`config.mk`:
```
export PLATFORM = sky130hd
export DESIGN_NAME = centroid_accumulator_flat
export DESIGN_NICKNAME = d
export VERILOG_FILES = /design/src/rtl/kmeans_pkg.sv /design/src/rtl/centroid_accumulator_if.sv /design/src/rtl/coord_sat_adder.sv /design/src/rtl/centroid_accumulator.sv /design/src/flat_wrapper.sv
export SDC_FILE = /design/constraint.sdc
export NUM_CORES = 2
export LEC_CHECK = 0
export CAP_MARGIN = 15
export CORE_MARGIN = 2
export CORE_UTILIZATION = 54
export CTS_CLUSTER_DIAMETER = 60
export CTS_CLUSTER_SIZE = 14
export DETAILED_ROUTE_END_ITERATION = 12
export MAX_ROUTING_LAYER = met4
export PLACE_DENSITY = 0.72
export SYNTH_ARGS = -nofsm -noshare
export SYNTH_HDL_FRONTEND = slang
export SYNTH_SLANG_ARGS = --single-unit
```
`constraint.sdc`:
```
create_clock -name clk -period 10.5 [get_ports clk]
set_clock_uncertainty 0.1 [all_clocks]
set_input_delay 2.1 -clock clk [delete_from_list [all_inputs] [get_ports clk]]
set_output_delay 2.1 -clock clk [all_outputs]
set_load 0.01 [all_outputs]
```
`src/rtl/kmeans_pkg.sv`:
```
// Shared types and default sizes for the k-means centroid accumulation stage.
package kmeans_pkg;

  localparam int CENTROID_NUM = 8;
  localparam int COORD_NUM    = 7;
  localparam int CORD_W       = 13;
  localparam int ACC_W        = 22;
  localparam int CNT_W        = 10;
  localparam int DATA_W       = COORD_NUM * CORD_W;
  localparam int IDX_W        = $clog2(CENTROID_NUM);

  typedef enum logic [1:0] {
    ST_IDLE  = 2'd0,
    ST_ACCUM = 2'd1,
    ST_DRAIN = 2'd2
  } state_t;

  typedef logic [DATA_W-1:0]          point_t;
  typedef logic [COORD_NUM*ACC_W-1:0] accum_t;

endpackage

```
`src/rtl/centroid_accumulator_if.sv`:
```
// Point-in and drain-out handshake channels of the centroid accumulator.
interface centroid_accumulator_if;
  import kmeans_pkg::*;

  logic             pt_valid;
  logic             pt_ready;
  point_t           pt_data;
  logic [IDX_W-1:0] pt_cent;
  logic             pt_last;
  logic             out_valid;
  logic             out_ready;
  logic [IDX_W-1:0] out_idx;
  accum_t           out_accum;
  logic [CNT_W-1:0] out_count;

  modport master (
    output pt_valid, pt_data, pt_cent, pt_last, out_ready,
    input  pt_ready, out_valid, out_idx, out_accum, out_count
  );

  modport slave (
    input  pt_valid, pt_data, pt_cent, pt_last, out_ready,
    output pt_ready, out_valid, out_idx, out_accum, out_count
  );

endinterface

```
`src/rtl/coord_sat_adder.sv`:
```
// Multi-lane signed saturating add: accumulator lanes plus sign-extended coordinates.
module coord_sat_adder #(
  parameter int coord_num        = 7,
  parameter int cordinate_width  = 13,
  parameter int accum_cord_width = 22
) (
  input  logic [coord_num*accum_cord_width-1:0] sum,
  input  logic [coord_num*cordinate_width-1:0]  coord,
  output logic [coord_num*accum_cord_width-1:0] result,
  output logic                                  sat
);

  localparam int AW = accum_cord_width;
  localparam int CW = cordinate_width;

  logic [coord_num-1:0] lane_sat;

  genvar k;
  generate
    for (k = 0; k < coord_num; k++) begin : g_lane
      logic [AW:0] a_ext;
      logic [AW:0] c_ext;
      logic [AW:0] s;

      // One guard bit: overflow shows up as the top two bits disagreeing.
      assign a_ext = {sum[k*AW+AW-1], sum[k*AW +: AW]};
      assign c_ext = {{(AW+1-CW){coord[k*CW+CW-1]}}, coord[k*CW +: CW]};
      assign s     = a_ext + c_ext;
      assign lane_sat[k] = s[AW] ^ s[AW-1];
      assign result[k*AW +: AW] = !lane_sat[k] ? s[AW-1:0] :
                                  (s[AW] ? {1'b1, {(AW-1){1'b0}}} : {1'b0, {(AW-1){1'b1}}});
    end
  endgenerate

  assign sat = |lane_sat;

endmodule

```
`src/rtl/centroid_accumulator.sv`:
```
// Per-centroid coordinate sums and point counts for one k-means pass, drained
// one centroid at a time to the divider stage.
module centroid_accumulator
  import kmeans_pkg::*;
#(
  parameter int centroid_num     = CENTROID_NUM,
  parameter int coord_num        = COORD_NUM,
  parameter int cordinate_width  = CORD_W,
  parameter int accum_cord_width = ACC_W,
  parameter int count_width      = CNT_W,
  parameter int dataWidth        = DATA_W
) (
  input  logic                    clk,
  input  logic                    rst,
  input  logic                    start,
  centroid_accumulator_if.slave   bus,
  output logic                    pass_done,
  output logic                    busy,
  output logic                    sat_err,
  output logic                    drop_err
);

  localparam logic [IDX_W-1:0] LAST_IDX = IDX_W'(centroid_num - 1);

  state_t state_q, state_d;

  accum_t                 sum_q [centroid_num];
  logic [count_width-1:0] cnt_q [centroid_num];
  logic [IDX_W-1:0]       out_idx_q;
  logic                   pass_done_q;

  logic [dataWidth-1:0]   pt_word;
  accum_t                 add_result;
  logic                   add_sat;
  logic                   accept;
  logic                   drain_hs;
  logic                   cnt_full;

  assign pt_word  = bus.pt_data;
  assign accept   = bus.pt_valid && bus.pt_ready;
  assign drain_hs = bus.out_valid && bus.out_ready;
  assign cnt_full = &cnt_q[bus.pt_cent];

  coord_sat_adder #(
    .coord_num        (coord_num),
    .cordinate_width  (cordinate_width),
    .accum_cord_width (accum_cord_width)
  ) u_adder (
    .sum    (sum_q[bus.pt_cent]),
    .coord  (pt_word),
    .result (add_result),
    .sat    (add_sat)
  );

  always_ff @(posedge clk) begin
    if (rst) state_q <= ST_IDLE;
    else     state_q <= state_d;
  end

  always_comb begin
    state_d = state_q;
    case (state_q)
      ST_IDLE:  if (start) state_d = ST_ACCUM;
      ST_ACCUM: if (accept && bus.pt_last) state_d = ST_DRAIN;
      ST_DRAIN: if (drain_hs && out_idx_q == LAST_IDX) state_d = ST_IDLE;
      default:  state_d = ST_IDLE;
    endcase
  end

  // Handshake outputs are forced low while rst is held, before the edge lands.
  always_comb begin
    bus.pt_ready  = 1'b0;
    bus.out_valid = 1'b0;
    busy          = 1'b0;
    if (!rst) begin
      bus.pt_ready  = (state_q == ST_ACCUM);
      bus.out_valid = (state_q == ST_DRAIN);
      busy          = (state_q != ST_IDLE);
    end
  end

  assign bus.out_idx   = out_idx_q;
  assign bus.out_accum = bus.out_valid ? sum_q[out_idx_q] : '0;
  assign bus.out_count = bus.out_valid ? CNT_W'(cnt_q[out_idx_q]) : '0;
  assign pass_done     = pass_done_q && !rst;

  always_ff @(posedge clk) begin
    if (rst) begin
      for (int i = 0; i < centroid_num; i++) begin
        sum_q[i] <= '0;
        cnt_q[i] <= '0;
      end
      out_idx_q   <= '0;
      sat_err     <= 1'b0;
      drop_err    <= 1'b0;
      pass_done_q <= 1'b0;
    end else begin
      pass_done_q <= 1'b0;
      if (state_q == ST_IDLE && start) begin
        for (int i = 0; i < centroid_num; i++) begin
          sum_q[i] <= '0;
          cnt_q[i] <= '0;
        end
        out_idx_q <= '0;
        sat_err   <= 1'b0;
        drop_err  <= 1'b0;
      end
      // A full counter drops the whole point so sum and count stay consistent.
      if (accept) begin
        if (cnt_full) begin
          drop_err <= 1'b1;
        end else begin
          sum_q[bus.pt_cent] <= add_result;
          cnt_q[bus.pt_cent] <= cnt_q[bus.pt_cent] + 1'b1;
          if (add_sat) sat_err <= 1'b1;
        end
      end
      if (drain_hs) begin
        if (out_idx_q == LAST_IDX) begin
          out_idx_q   <= '0;
          pass_done_q <= 1'b1;
        end else begin
          out_idx_q <= out_idx_q + 1'b1;
        end
      end
    end
  end

endmodule
```
`src/flat_wrapper.sv`:
```
// flat-port wrapper written by rule: the top's interface ports become plain ports
module centroid_accumulator_flat import kmeans_pkg::*;
#(
  parameter int centroid_num     = CENTROID_NUM,
  parameter int coord_num        = COORD_NUM,
  parameter int cordinate_width  = CORD_W,
  parameter int accum_cord_width = ACC_W,
  parameter int count_width      = CNT_W,
  parameter int dataWidth        = DATA_W
)
  (clk, rst, start, pass_done, busy, sat_err, drop_err, bus_pt_valid, bus_pt_data, bus_pt_cent, bus_pt_last, bus_out_ready, bus_pt_ready, bus_out_valid, bus_out_idx, bus_out_accum, bus_out_count);
  centroid_accumulator_if bus_i ();
  input  logic clk;
  input  logic rst;
  input  logic start;
  output logic pass_done;
  output logic busy;
  output logic sat_err;
  output logic drop_err;
  input wire logic [$bits(bus_i.pt_valid)-1:0] bus_pt_valid;
  input wire logic [$bits(bus_i.pt_data)-1:0] bus_pt_data;
  input wire logic [$bits(bus_i.pt_cent)-1:0] bus_pt_cent;
  input wire logic [$bits(bus_i.pt_last)-1:0] bus_pt_last;
  input wire logic [$bits(bus_i.out_ready)-1:0] bus_out_ready;
  output wire logic [$bits(bus_i.pt_ready)-1:0] bus_pt_ready;
  output wire logic [$bits(bus_i.out_valid)-1:0] bus_out_valid;
  output wire logic [$bits(bus_i.out_idx)-1:0] bus_out_idx;
  output wire logic [$bits(bus_i.out_accum)-1:0] bus_out_accum;
  output wire logic [$bits(bus_i.out_count)-1:0] bus_out_count;
  assign bus_i.pt_valid = bus_pt_valid;
  assign bus_i.pt_data = bus_pt_data;
  assign bus_i.pt_cent = bus_pt_cent;
  assign bus_i.pt_last = bus_pt_last;
  assign bus_i.out_ready = bus_out_ready;
  assign bus_pt_ready = bus_i.pt_ready;
  assign bus_out_valid = bus_i.out_valid;
  assign bus_out_idx = bus_i.out_idx;
  assign bus_out_accum = bus_i.out_accum;
  assign bus_out_count = bus_i.out_count;
  centroid_accumulator #(.centroid_num(centroid_num), .coord_num(coord_num), .cordinate_width(cordinate_width), .accum_cord_width(accum_cord_width), .count_width(count_width), .dataWidth(dataWidth)) u_core (.clk(clk), .rst(rst), .start(start), .bus(bus_i), .pass_done(pass_done), .busy(busy), .sat_err(sat_err), .drop_err(drop_err));
endmodule
```
=== Word level (Yosys, flattened, before mapping) ===
Memory sizes are Yosys's and may differ from the RTL's. A register that Yosys moved wholly into a read port is not among the register bits.
Cells that the tools add are included.

* Memory bits (read-only): 0
* Latch bits: 0
* Bits in writable memories: 1,312
* Memories kept: 2
* Register bits after elaboration: 8
* Logic and storage cells: 131

* Add/subtract/negate cells: 9
* Equal/unequal tests: 6
* Muxes and demuxes: 69
* Shifts and indexed selects: 0
* Divide/modulo/power cells: 0
* Magnitude comparators: 0
* Reductions and logical operators: 16
* Bitwise gates (word level): 24
* $mul: 0

{| class="wikitable"
|+ Memories
! name !! depth !! width !! rd ports !! clocked after Yosys merged registers in !! write ports !! line !! RTL
|-
| u_core.sum_q || 8 || 154 || 2 || 1 || 8 || centroid_accumulator.sv:27 || <nowiki>accum_t sum_q [centroid_num];</nowiki>
|-
| u_core.cnt_q || 8 || 10 || 2 || 1 || 8 || centroid_accumulator.sv:28 || <nowiki>logic [count_width-1:0] cnt_q [centroid_num];</nowiki>
|}

{| class="wikitable"
|+ Operators by type and width
! kind !! number
|-
| two-way mux 154 bit || 10
|-
| two-way mux 22 bit || 14
|-
| adder 22 x 13 -> 23 bit || 7
|-
| OR reduction 154 bit || 1
|-
| two-way mux 10 bit || 10
|-
| two-way mux 3 bit || 9
|-
| two-way mux 1 bit || 22
|-
| bitwise OR 1 bit || 16
|-
| adder 10 x 1 -> 10 bit, second input constant || 1
|-
| AND reduction 10 bit || 1
|-
| OR reduction 10 bit || 1
|-
| OR reduction 7 bit || 1
|-
| bitwise XOR 1 bit || 7
|-
| logical AND 1 bit || 6
|-
| two-way mux 2 bit || 3
|-
| one-hot mux 2 bit (3 select lines) || 1
|-
| inequality test 2 x 1 -> 1 bit, second input constant || 2
|-
| nonzero test 2 bit || 2
|-
| adder 3 x 1 -> 3 bit, second input constant || 1
|-
| equality test 3 bit, second input constant || 1
|-
| AND reduction 3 bit || 1
|-
| equality test 2 x 1 -> 1 bit, second input constant || 1
|-
| equality test 2 bit, second input constant || 1
|-
| zero test 2 bit || 1
|-
| 4 further kinds || 4
|}

=== Longest topological paths before layout ===
* Word-level depth: 8
* Depth in mapped cells: 25
* Gate-level depth less buffers: 17

=== Modules after synthesis ===
Synthesis repeated with hierarchy kept, for this count alone.

* Cells, all modules: 5,958
* Area total of the unflattened synthesis: 75,706.4 um2

{| class="wikitable"
|+ By module, submodules not included
! module !! cells an instance !! sequential area each (um2) !! area an instance (um2) !! times used
|-
| centroid_accumulator || 4,745 || 39,618.0 || 67,235.7 || 1
|-
| coord_sat_adder || 1,213 || 0.0 || 8,470.6 || 1
|}

=== Least setup slack after synthesis ===
OpenSTA, ideal clock, no wires.

* Kind: input to register
* Start: input port bus_pt_cent[2]
* End: memory u_core.cnt_q[3][0] (netlist name), enable pin
* Path buffers: 7
* Data arrival time: 8.299 ns
* Required time: 9.870 ns
* Slack: 1.572 ns
* Cell stages on the path: 15
* Setup time: 0.530 ns
* Cells stage by stage: buf_2 -> buf_2 -> buf_2 -> mux4_2 -> mux2_2 -> ha_1 -> nand4_1 -> nor3b_2 -> nor2b_1 -> buf_2 -> buf_4 -> nand2_2 -> buf_6 -> buf_4 -> nand2_1

{| class="wikitable"
|+ RTL lines
! element !! line !! RTL
|-
| start, declared || flat_wrapper.sv:22 || <nowiki>input wire logic [$bits(bus_i.pt_cent)-1:0] bus_pt_cent;</nowiki>
|-
| end, declared || centroid_accumulator.sv:28 ||
|}

==> summary.txt <==
STA
  – Slew Limit Headroom: 18.1%
  – Hold Fails Final Rpt: 0
  – Setup TNS: 0 ps
  – RSZ-0062 raised after global routing: no
  – Slew Viols, Final: 0
  – Tcrit/Tclk final: 76.3%
  – Worst slew pin tran: 1230 ps
  – Final min period: 8010 ps
  – Setup-failing EPs final: 0
  – FMAX: 0.125 GHz
  – Worst hold slack: 429 ps

Detailed routing
  – Wirelength, routed: 233000 um
  – # DRC: 0
  – Vias/cell: 6.96
  – DR pass1 iterations: 7
  – 1st-iter DRT viols: 8186
  – Via count: 54700
  – DR WL/cell: 29.7 um
  – Post-route ant nets: 0

GRT
  – Largest net degree at the start of global routing: 155
  – Antenna violations before repair: 8
  – First-pass GRT wire length: 344000 um
  – Met1 GRT Util: 44.6%
  – Total track usage: 34.7%
  – M2 GR Usage: 53.9%
  – GRT busiest layer: met2
  – Total gr overflow: 0
  – Vias in the first global route: 54700
  – Met3 usage: 6.60%

Placed design
  – RD Place Congestion: 0.949
  – Detailed Place HPWL: 135000 um
  – PortBufs: 272

Die
  – Die X: 369 um
  – Number of cell rows: 134
  – Io pins: 273
  – Initial Utilization: 54.2%
  – Core Box Area: 0.133 mm2
  – Die area: 0.136 mm2
  – Chip height: 369 um

Logic synthesis
  – Synthesis Warnings: 0
  – Sequential fraction of the synthesis area: 55.0%
  – Main flop type after synthesis: edfxtp_1
  – FF+latch count, synth: 1323
  – Post-synth net total: 6169
  – Mean post-synth cell area: 12.2 um2
  – Synthesized cell area: 0.0721 mm2
  – Mapped Cells: 5905
  – Post-synth EDFFs: 1312
  – Fraction of registers with async set/reset: 0%
  – Netlist cell types: 95

Clocking
  – CTS Buf Count: 121
  – CTS tree: done
  – Hold buffer count at CTS: 0
  – Clk_lat worst skew: 780 ps
  – PostCTS Resize Cnt: 0
  – Clk sink count: 1323
  – Clk slew on worst S/H paths: 70 ps
  – H-tree levels: 3
  – Clk buf depth: 3
  – Root Driver: clkbuf_16
  – Post-CTS Setup Bufs: 0

Setup path
  – Critical Path AT: 8400 ps
  – Crit path max fanout: 24
  – Critical Path Start: bus_pt_cent[0]
  – CP Launch Type: input pin
  – Worst R2R End: u_core.sum_q[7][25]$_SDFFCE_PN0P_
  – R2R Setup Slk: 5070 ps
  – WP data required: 10890 ps
  – Worst reg2reg path depth: 9
  – Critical R2R Launch: u_core.cnt_q[7][0]$_SDFFCE_PN0P_
  – CP Capture Point: u_core.sum_q[4][135]$_SDFFCE_PN0P_
  – WS Path Type: in -> reg
  – Crit. End Element: flip-flop

Power
  – Sw frac: 30.3%
  – Clk pwr share: 32.8%
  – Combinational power share: 19.7%
  – Net Switching: 0.00405 W
  – Worst vdd ir: 0.000154 V
  – Pleak: 28.2 nW
  – Sequential share of power: 47.5%
  – Pint: 0.00933 W
  – PwrDens: 166 mW/mm2

Cells and area
  – Layout cell share with drive strength beyond 1: 13.2%
  – Final #Nets: 6278
  – # fillers: 10400
  – Syn-to-layout area delta: 11.9%

Run
  – Max cap viols: 0

Worst hold path
  – Worst min-delay path class: reg -> reg

Status
  – Status: finished clean
[logic make-up after synthesis]
family,share of synthesized area [%]
flip-flops,55.0
XOR/XNOR,1.50
multiplexers,13.0
AO/OA/AOI/OAI,12.1
adder cells (fa/ha/maj),3.18
AND/OR/NAND/NOR,12.3
buffers and inverters,2.97
[worst max-delay path, stage by stage]
cell,delay [ps]
clkdlybuf4s50_1,670
buf_4,340
nor3_2,880
buf_4,520
a22oi_1,160
and4_1,300
inv_1,70
ha_1,230
a211oi_1,280
o21a_1,240
o211ai_1,120
a221oi_1,530
o21bai_1,210
xnor2_2,280
nand2_1,580
a21oi_1,770
nor2_1,110
[layout by cell type, fill, tap and decap left out, types with 20 or more instances in the layout]
| cell type | instances |
|---|---|
| a21oi_4 | 27 |
| nor3_1 | 26 |
| nand2_1 | 99 |
| nand2b_1 | 27 |
| mux4_2 | 333 |
| xnor2_1 | 77 |
| a21oi_1 | 155 |
| buf_4 | 102 |
| buf_12 | 35 |
| ha_1 | 157 |
| and2_1 | 20 |
| o21ai_1 | 28 |
| clkbuf_16 | 123 |
| edfxtp_1 | 1312 |
| nand3_1 | 37 |
| o21ai_0 | 88 |
| a21o_1 | 59 |
| o21a_1 | 25 |
| nand4_1 | 153 |
| nor2b_1 | 29 |
| a22oi_1 | 626 |
| nor2_1 | 1577 |
| o21ai_2 | 21 |
| mux2i_1 | 168 |
| xor2_1 | 43 |
| inv_1 | 65 |
| clkdlybuf4s50_1 | 272 |
[state kept, by name, summed over array words and instances, names as in the netlist, named ones only]
name,count
u_core.pass_done_q,1
u_core.state_q,2
u_core.cnt_q,80
u_core.sat_err,1
u_core.sum_q,1232
u_core.bus.out_idx,3
u_core.drop_err,1
[routing by layer]
metal / wire length (um) / share of wire [%]
met2: 109000 / 47
met1: 83900 / 36
met4: 11300 / 4.8
met3: 28600 / 12
met5: 0 / 0
[cells in the mapped netlist (12+ instances only)]
cell type | n | area (um2)
nand2_1 | 107 | 402
and3_1 | 16 | 100
o21ai_0 | 88 | 440
a21o_1 | 59 | 443
and2_1 | 21 | 131
nor3_1 | 30 | 150
xor2_1 | 43 | 377
ha_1 | 157 | 1960
mux4_2 | 333 | 7500
a21oi_1 | 156 | 781
o21bai_1 | 14 | 105
buf_1 | 96 | 360
a31oi_1 | 18 | 113
maj3_1 | 19 | 190
xnor2_1 | 77 | 674
a21oi_4 | 27 | 439
a221oi_1 | 15 | 131
nor2b_1 | 30 | 188
mux2_2 | 12 | 135
inv_1 | 65 | 244
nand4_1 | 153 | 957
o21a_1 | 25 | 188
a22oi_1 | 626 | 4700
buf_2 | 77 | 385
clkbuf_1 | 206 | 773
nand2b_1 | 28 | 175
mux2i_1 | 169 | 1690
nand3_1 | 37 | 185
a211oi_1 | 19 | 143
o21ai_2 | 21 | 184
nor2_1 | 1580 | 5930
edfxtp_1 | 1312 | 39400
buf_4 | 34 | 255
o21ai_1 | 28 | 140
[per-stage QoR]
| step | cell area [um2] | total power [W] | std cells | utilization (%) | worst slack (ps) |
|---|---|---|---|---|---|
| after floorplan | 72100 | 0.00826 | 5905 | - | 1570 |
| after global placement | 76800 | 0.00899 | 7658 | 57.8 | 1730 |
| after detailed placement | 76800 | 0.00904 | 7658 | 57.8 | 1750 |
| after CTS | 80600 | 0.0133 | 7847 | 60.6 | 2580 |
| after global routing | 80600 | 0.0138 | 7854 | 60.6 | 2080 |
| final | 80600 | 0.0134 | 7854 | 60.6 | 2490 |
[cell type report]
class                   instances  area [um2]  share of cell area, %
clock buffers                 138        3140                   3.90
flip-flops and latches       1323       39600                   49.2
repair buffers                410        4220                   5.23
well taps                    1768        2210                   2.74
inverters                      66         248                  0.307
diodes                          6        15.0                 0.0186
multi-input cells            4092       30500                   37.9
clock inverters                51         599                  0.744
[power by group through the flow]
stage                     Sequential [W]  Clock, W  Combinational, W
after floorplan                  0.00644         0           0.00182
after global placement           0.00644         0           0.00255
after detailed placement         0.00646         0           0.00258
after CTS                        0.00635   0.00439           0.00260
after global routing             0.00638   0.00457           0.00283
final                            0.00636   0.00438           0.00263
[how the worst min path moves through the flow]
stage	startpoint	end	slack [ps]	depth (start not counted)
global route	u_core.state_q[0]$_SDFFE_PP0P_	u_core.state_q[0]$_SDFFE_PP0P_	450	1
global placement	u_core.state_q[0]$_SDFFE_PP0P_	u_core.state_q[0]$_SDFFE_PP0P_	380	1
floorplan	u_core.state_q[0]$_SDFFE_PP0P_	u_core.state_q[0]$_SDFFE_PP0P_	360	1
CTS	u_core.state_q[0]$_SDFFE_PP0P_	u_core.state_q[0]$_SDFFE_PP0P_	430	1
finish	u_core.bus.out_idx[2]$_SDFFE_PP0N_	flip-flop	430	2
detailed placement	u_core.state_q[0]$_SDFFE_PP0P_	u_core.state_q[0]$_SDFFE_PP0P_	400	1
(Power assumes the default switching activity.)
